`src/rtl/ser_frame_sched.sv`:
```
// ser_frame_sched
//   Character-slot scheduler feeding an 8b10b encoder. A free-running slot
//   counter divides fclk by ten. Each slot boundary (wren) may present a new
//   character. Frames are built from 24-bit records pulled from two
//   requesters. Each frame has the form: SOF, then three bytes per record,
//   then EOF. Between frames the scheduler emits a minimum number of IDLE
//   characters.
//
//   The current character is combinational in the wren cycle. Because of
//   this, a granted record's top byte appears on char_out in the same cycle
//   as its ack. For the rest of the slot, the character comes from
//   registered state.
//
//   Arbitration: if both requesters are asking, the one that was not
//   granted last wins. The pointer is initialised so that service wins
//   first after reset.
//
// Parameters
//   MAX_REC  : records per frame before a forced EOF (only with FRAME_LIMIT_EN)
//   IDLE_GAP : minimum IDLE characters between EOF and the next SOF (1..15)
//
// Optional feature macro: FRAME_LIMIT_EN. When it is defined, a frame is
// closed after MAX_REC records. When it is undefined, frames are unbounded,
// and neither MAX_REC nor the record counter exists.
//
// Ports
//   fclk              character-slot clock, rising edge
//   reset             synchronous, active-high
//   enable            permits new frames and new grants
//   sv_req / sv_data  service record requester, 24-bit record
//   sv_ack            one-cycle pulse when sv_data is taken
//   dh_req / dh_data  hit-data record requester, 24-bit record
//   dh_ack            one-cycle pulse when dh_data is taken
//   char_out / k_out  character and K flag to the encoder
//   wren              serializer load strobe, one cycle in ten
//   busy              high while a frame character (SOF..EOF) is on char_out
module ser_frame_sched #(
`ifdef FRAME_LIMIT_EN
  parameter int MAX_REC  = 16,
`endif
  parameter int IDLE_GAP = 1
) (
  input  logic        fclk,
  input  logic        reset,
  input  logic        enable,
  input  logic        sv_req,
  input  logic [23:0] sv_data,
  output logic        sv_ack,
  input  logic        dh_req,
  input  logic [23:0] dh_data,
  output logic        dh_ack,
  output logic [7:0]  char_out,
  output logic        k_out,
  output logic        wren,
  output logic        busy
);

  typedef enum logic [2:0] {
    S_IDLE = 3'd0,
    S_SOF  = 3'd1,
    S_B0   = 3'd2,
    S_B1   = 3'd3,
    S_B2   = 3'd4,
    S_EOF  = 3'd5
  } state_t;

  localparam logic [7:0] K_IDLE  = 8'h3C;  // K28.1
  localparam logic [7:0] K_SOF   = 8'hFC;  // K28.7
  localparam logic [7:0] K_EOF   = 8'hBC;  // K28.5
  localparam logic [3:0] GAP_MIN = 4'(IDLE_GAP);
  localparam logic [3:0] GAP_SAT = 4'hF;

  logic [3:0]  r_slot;
  state_t      r_state;
  logic [23:0] r_hold;
  logic [3:0]  r_gap;        // IDLE characters issued since the last EOF
  logic        r_prefer_dh;  // set after a service grant

  logic        w_wren;
  logic        w_can_grant;
  logic        w_any_req;
  logic        w_grant_sv;
  logic        w_grant_dh;
  logic [23:0] w_sel_data;
  state_t      w_next_state;
  state_t      w_shown;

`ifdef FRAME_LIMIT_EN
  localparam int               REC_W   = $clog2(MAX_REC + 1);
  localparam logic [REC_W-1:0] REC_MAX = REC_W'(MAX_REC);
  logic [REC_W-1:0] r_rec_cnt;
`endif

  // Reset holds the slot counter at 0 and suppresses the strobe. This makes
  // the first cycle after reset a slot boundary.
  assign w_wren    = (r_slot == 4'd0) && !reset;
  assign w_any_req = sv_req | dh_req;

  always_comb begin
    w_can_grant = enable;
`ifdef FRAME_LIMIT_EN
    if (r_rec_cnt >= REC_MAX) w_can_grant = 1'b0;
`endif
  end

  // Next-state and grant decision. It only takes effect in the wren cycle.
  always_comb begin
    // NOTE: every combinational output is given a default before any branch.
    // Otherwise a path that does not assign it would infer a latch.
    w_next_state = r_state;
    w_grant_sv   = 1'b0;
    w_grant_dh   = 1'b0;
    if (w_wren) begin
      case (r_state)
        S_IDLE: begin
          if (enable && w_any_req && (r_gap >= GAP_MIN)) w_next_state = S_SOF;
        end
        S_SOF, S_B2: begin
          if (w_can_grant && w_any_req) begin
            w_next_state = S_B0;
            if (sv_req && (!dh_req || !r_prefer_dh)) w_grant_sv = 1'b1;
            else                                     w_grant_dh = 1'b1;
          end else begin
            w_next_state = S_EOF;
          end
        end
        S_B0:    w_next_state = S_B1;
        S_B1:    w_next_state = S_B2;
        S_EOF:   w_next_state = S_IDLE;
        default: w_next_state = S_IDLE;
      endcase
    end
  end

  assign w_sel_data = w_grant_dh ? dh_data : sv_data;

  // Character selection. In the wren cycle the incoming state is shown, so a
  // newly granted record's top byte is taken straight from the winner's bus.
  always_comb begin
    w_shown  = w_wren ? w_next_state : r_state;
    char_out = K_IDLE;
    k_out    = 1'b1;
    case (w_shown)
      S_SOF: char_out = K_SOF;
      S_B0: begin
        char_out = w_wren ? w_sel_data[23:16] : r_hold[23:16];
        k_out    = 1'b0;
      end
      S_B1: begin
        char_out = r_hold[15:8];
        k_out    = 1'b0;
      end
      S_B2: begin
        char_out = r_hold[7:0];
        k_out    = 1'b0;
      end
      S_EOF:   char_out = K_EOF;
      default: char_out = K_IDLE;
    endcase
    // Reset forces the line to IDLE immediately, including in the cycle in
    // which reset is first sampled.
    if (reset) begin
      char_out = K_IDLE;
      k_out    = 1'b1;
    end
  end

  assign wren   = w_wren;
  assign busy   = !reset && (w_shown != S_IDLE);
  assign sv_ack = w_grant_sv;
  assign dh_ack = w_grant_dh;

  always_ff @(posedge fclk) begin
    // NOTE: all state is assigned non-blocking. Every register then samples
    // the pre-edge values, independent of statement order.
    if (reset) begin
      r_slot      <= 4'd0;
      r_state     <= S_IDLE;
      r_hold      <= 24'd0;
      r_gap       <= GAP_SAT;
      r_prefer_dh <= 1'b0;
    end else begin
      r_slot <= (r_slot == 4'd9) ? 4'd0 : r_slot + 4'd1;
      if (w_wren) begin
        r_state <= w_next_state;
        if (w_next_state == S_EOF) begin
          r_gap <= 4'd0;
        end else if ((w_next_state == S_IDLE) && (r_gap != GAP_SAT)) begin
          r_gap <= r_gap + 4'd1;
        end
      end
      if (w_grant_sv || w_grant_dh) begin
        r_hold      <= w_sel_data;
        r_prefer_dh <= w_grant_sv;
      end
    end
  end

`ifdef FRAME_LIMIT_EN
  always_ff @(posedge fclk) begin
    if (reset) begin
      r_rec_cnt <= '0;
    end else if (w_wren && (w_next_state == S_SOF)) begin
      r_rec_cnt <= '0;
    end else if (w_grant_sv || w_grant_dh) begin
      r_rec_cnt <= r_rec_cnt + REC_W'(1);
    end
  end
`endif

endmodule

```
`config.mk`:
```
export PLATFORM = sky130hd
export DESIGN_NAME = ser_frame_sched
export DESIGN_NICKNAME = d
export VERILOG_FILES = /design/src/rtl/ser_frame_sched.sv
export SDC_FILE = /design/constraint.sdc
export NUM_CORES = 1
export LEC_CHECK = 0
export CAP_MARGIN = 20
export CORE_MARGIN = 1.5
export CORE_UTILIZATION = 33
export CTS_CLUSTER_SIZE = 24
export DETAILED_ROUTE_END_ITERATION = 6
export SYNTH_ARGS = -nofsm -noshare
export SYNTH_HDL_FRONTEND = slang
export SYNTH_SLANG_ARGS = --single-unit
```
`constraint.sdc`:
```
create_clock -name fclk -period 4.7 [get_ports fclk]
set_clock_uncertainty 0.05 [all_clocks]
set_input_delay 0.94 -clock fclk [delete_from_list [all_inputs] [get_ports fclk]]
set_output_delay 0.94 -clock fclk [all_outputs]
set_load 0.05 [all_outputs]
```
# Word level (Yosys, flattened, before mapping)
# Cells that the tools add are included.
[op_classes]
n_addsub = 2
order_cmp = 1
n_eq_ne = 12
muxes = 21
bitwise_logic = 1
reduce_logical = 20
[op_table]
columns = ["operator", "count"]
rows = [
  ["case mux 8 bit (5 select lines)", 1],
  ["two-way mux 24 bit", 1],
  ["two-way mux 8 bit", 2],
  ["== test 3 x 2 -> 1 bit, second input constant", 4],
  ["== test 3 bit, second input constant", 4],
  ["two-way mux 3 bit", 4],
  ["case mux 3 bit (4 select lines)", 1],
  ["two-way mux 1 bit", 10],
  ["adder 4 x 1 -> 4 bit, second input constant", 2],
  ["two-way mux 4 bit", 2],
  ["== test 3 x 1 -> 1 bit, second input constant", 2],
  ["logical AND 1 bit", 6],
  ["zero test 3 bit", 2],
  ["== test 4 bit, second input constant", 1],
  [">= comparator 4 x 1 -> 1 bit, second input constant", 1],
  ["zero test 4 bit", 1],
  ["!= test 4 bit, second input constant", 1],
  ["OR reduction 2 bit", 2],
  ["zero test 1 bit", 3],
  ["nonzero test 3 bit", 1],
  ["OR reduction 3 bit", 1],
  ["logical OR 1 bit", 2],
  ["AND reduction 2 bit", 1],
  ["nonzero test 2 bit", 1],
  ["bitwise OR 1 bit", 1],
]
[word_totals]
reg_bits = 36
inputBits = 53
out_inout_bits = 13

# Logic depth before layout (Yosys ltp)
[logic_depth]
ltp_word = 11
ltp_mapped = 10
mapped_depth_nobuf = 9

# Worst setup path before layout
# OpenSTA, ideal clock, no wires.
[synth_path]
kind = "in2out"
start = "input reset"
end = "output char_out[7]"
arrival_time_ps = 3652
slack_ps = 58
path_stages = 7
n_path_buf = 1
cell_sequence = "or4b_4 -> buf_6 -> nor4_4 -> and2b_1 -> mux2i_1 -> a211o_1 -> a31oi_1"
[synth_between]
elab_chain_len = 7
[synth_rtl]
columns = ["element", "line", "source"]
rows = [
  ["start, declared", "44", "input logic reset,"],
  ["zero test 1 bit", "96", "assign w_wren = (r_slot == 4'd0) && !reset;"],
  ["logical AND 1 bit", "96", ""],
  ["two-way mux 1 bit", "113", "if (w_wren) begin"],
  ["via dh_ack", "51", "output logic dh_ack,"],
  ["two-way mux 24 bit", "135", "assign w_sel_data = w_grant_dh ? dh_data : sv_data;"],
  ["two-way mux 8 bit", "146", "char_out = w_wren ? w_sel_data[23:16] : r_hold[23:16];"],
  ["case mux 8 bit (5 select lines)", "143", "case (w_shown)"],
  ["two-way mux 8 bit", "162", "if (reset) begin"],
  ["end, declared", "52", "output logic [7:0] char_out,"],
]
# The timed path passes the listed nets, and every way through them passes these cells.

# Final worst setup path
[layout_path]
start = "input reset"
end = "output char_out[0]"
[layout_between]
elab_chain_len = 7
[layout_rtl]
columns = ["element", "line"]
rows = [
  ["zero test 1 bit", "96"],
  ["logical AND 1 bit", "96"],
  ["two-way mux 3 bit or two-way mux 1 bit (tied branches)", "113"],
  ["two-way mux 3 bit or two-way mux 24 bit (tied branches)", "--"],
  ["== test 3 bit, or another cell as far along", "143"],
  ["case mux 8 bit (5 select lines)", "143"],
  ["two-way mux 8 bit *", "162"],
]
# Every way passes the cells marked *; elsewhere a longest branch is shown, timed or not.

==> run summary <==
Layout net count: 409
Hold_buf cts: 0
Critical path class: in -> out
CP endpoint kind: output pin
Die area: 7600 sq um
Largest net degree at the start of global routing: 51
Final setup viols: 0
Vias per inst: 5.08
Via Count: 2272
Fmax: 0.221 GHz
Slew margin rel.: 0.345
Port bufs: 65
Row count: 30
Power Density: 264 nW/um^2
Setup ws final: 0.168 ns
Initial drt markers: 174
Seq/Total Area, Yosys: 0.308
Worst EP arrival: 3.54 ns
R2R setup slack: 2.02 ns
Hold path endpoint: r_hold[5]
Share of cells above drive strength 1: 0.125
Gate Count Post-Synth: 285
DRC: 0
Most common cell after layout, fill and taps aside: clkdlybuf4s50_1
Pleak: 1.24 nW
Hold Fails Final Rpt: 0
#FFs+latches synth: 36
Number of global-route vias before repair: 2148
Initial antenna violation count: 0
Worst skew pair latency: 0.29 ns
Area of the mapped netlist: 2340 sq um
Final Max Tran Viols: 0
Drt first pass iters: 4
Fillers: 688
Share of async-settable or async-resettable flops after synthesis: 0
Hpwl dp: 4.61 mm
Clock buffer count from CTS: 5
DR WL/cell: 13.9 microns
IO Count: 66
Clk slew on worst S/H paths: 0.07 ns
Critical Path Start Type: primary input
Routed Antenna Nets: 0
Post-synthesis cell type count: 52
Postcts setup bufs: 0
Die X: 87.2 microns
H-tree depth: 2
Post-synth EDFFs: 0
Resize count post-CTS: 0
Worst VDD drop: 0.115 mV
Hold_sp: r_hold[5]
Hold path depth: 2
CTS max path bufs: 2
Post-route minimum period: 4.53 ns
Final period utilization: 0.964
GRT overflow: 0
Total of max-cap violations: 0
RR Startpoint: r_slot[0]
Status: finished, final reports clean
R2R depth: 6
Final core occ: 0.492
Height of the die: 87.2 microns
Synth warn: 0
N_diodes: 0
Slew of the pin with the lowest slew margin: 0.976 ns
Mean post-synth cell area: 8.21 sq um
Hold/Removal Path Class: reg -> reg
DP Area: 3240 sq um
CTS tree: yes
Syn nets: 344
Final setup TNS: 0 ns
Post-synthesis to final-layout area growth: 43.8%
Worst Path Max Fanout: 11
Root buffer cell: clkbuf_8
RSZ-0062 raised after global routing: false
Global-route wire length before repair: 10.1 mm
Initial Utilization: 0.342
Total wire length: 6.23 mm
Clock sinks: 36
GRT Total Usage: 0.172
Post-Place Worst Slack: 0.153 ns
Commonest cells after routing, fill and taps aside: 52 x clkdlybuf4s50_1, 44 x nor2_1, 36 x dfxtp_1
Final Wtd Congestion: 0.782
Core area: 6830 sq um
Main synth FF type: dfxtp_1
R2r endpoint: r_gap[1]
Critical Path RT: 3.71 ns
Post-route cell area: 3360 sq um
[where the power goes]
part	total, mW	internal, mW	switching, mW
registers	0.328	0.315	0.0124
logic	0.255	0.123	0.132
clock network	0.304	0.187	0.116
[stage by stage]
step / total power [mW] / std cells / hold slack (ns)
floorplan: 0.479 / 285 / 0.419
CTS: 0.894 / 447 / 0.452
global route: 0.933 / 447 / 0.474
finish: 0.887 / 447 / 0.451
global placement: 0.588 / 439 / 0.437
detailed placement: 0.590 / 439 / 0.441
[Yosys cell counts, types with 2 or more instances]
master	n	area, sq um
inv_1	10	37.5
buf_2	2	10.0
o21ai_2	2	17.5
and3_1	2	12.5
a211oi_1	31	233
nor2_1	44	165
nor4_2	2	25.0
nand2_1	11	41.3
a22oi_1	2	15.0
xnor2_1	2	17.5
ha_1	6	75.1
a31oi_1	2	12.5
mux2i_1	32	320
nor3_1	10	50.1
nor3b_1	4	30.0
nor4b_1	2	17.5
dfxtp_1	36	721
nand3_1	13	65.1
a21oi_1	18	90.1
o2111ai_1	2	17.5
o21ai_0	2	10.0
nand2b_1	2	12.5
o21a_1	2	15.0
clkbuf_1	16	60.1
a21o_1	3	22.5
[flip-flops by register name (all words and copies together) (netlist names)]
name,flops
r_state,3
r_hold,24
r_slot,4
r_gap,4
r_prefer_dh,1
[worst max path at each step]
stage / cells after the start / to / slack, ns / start
6_report: 9 / char_out[0] / 0.17 / reset
5_1_grt: 9 / char_out[0] / 0.02 / reset
4_1_cts: 9 / char_out[0] / 0.16 / reset
3_5_place_dp: 9 / char_out[0] / 0.15 / reset
3_3_place_gp: 9 / char_out[1] / 0.18 / reset
2_1_floorplan: 7 / char_out[7] / 0.06 / reset
[logic make-up (layout without fill, tap and decap cells)]
| family | Yosys count | count (layout) | synth area share |
|---|---|---|---|
| AO/OA/AOI/OAI | 82 | 82 | 0.254 |
| XOR/XNOR | 2 | 2 | 0.00749 |
| adder cells (fa/ha/maj) | 6 | 6 | 0.0321 |
| buffers and inverters | 30 | 96 | 0.0530 |
| flip-flops | 36 | 36 | 0.308 |
| multiplexers | 32 | 32 | 0.137 |
| AND/OR/NAND/NOR | 97 | 97 | 0.208 |
[critical path, stage by stage]
cell and delay [ns]:
clkdlybuf4s50_1 0.43, or4b_4 0.62, inv_1 0.17, o31ai_1 0.11, a22oi_1 0.36, nand3_1 0.17, o211ai_1 0.41, a21oi_1 0.13
buf_12 0.18
[metal layers]
layer / up-vias / track usage / routed length, microns
met3: 6 / 0.0389 / 216
met2: 41 / 0.268 / 2780
met5: - / 0 / 0
li1: 1195 / - / -
met4: 0 / 0.0534 / 77
met1: 1030 / 0.238 / 3150
[cell type report]
cell class / instances / area (sq um) / area share
inverter: 10 / 37.5 / 0.0112
clock inverter: 1 / 30.0 / 0.00893
clock buffer: 7 / 96.3 / 0.0286
timing repair buffer: 78 / 853 / 0.254
multi-input combinational: 219 / 1510 / 0.448
sequential: 36 / 721 / 0.214
tap: 96 / 120 / 0.0357
Note: power is estimated with default switching activity, not from simulation.
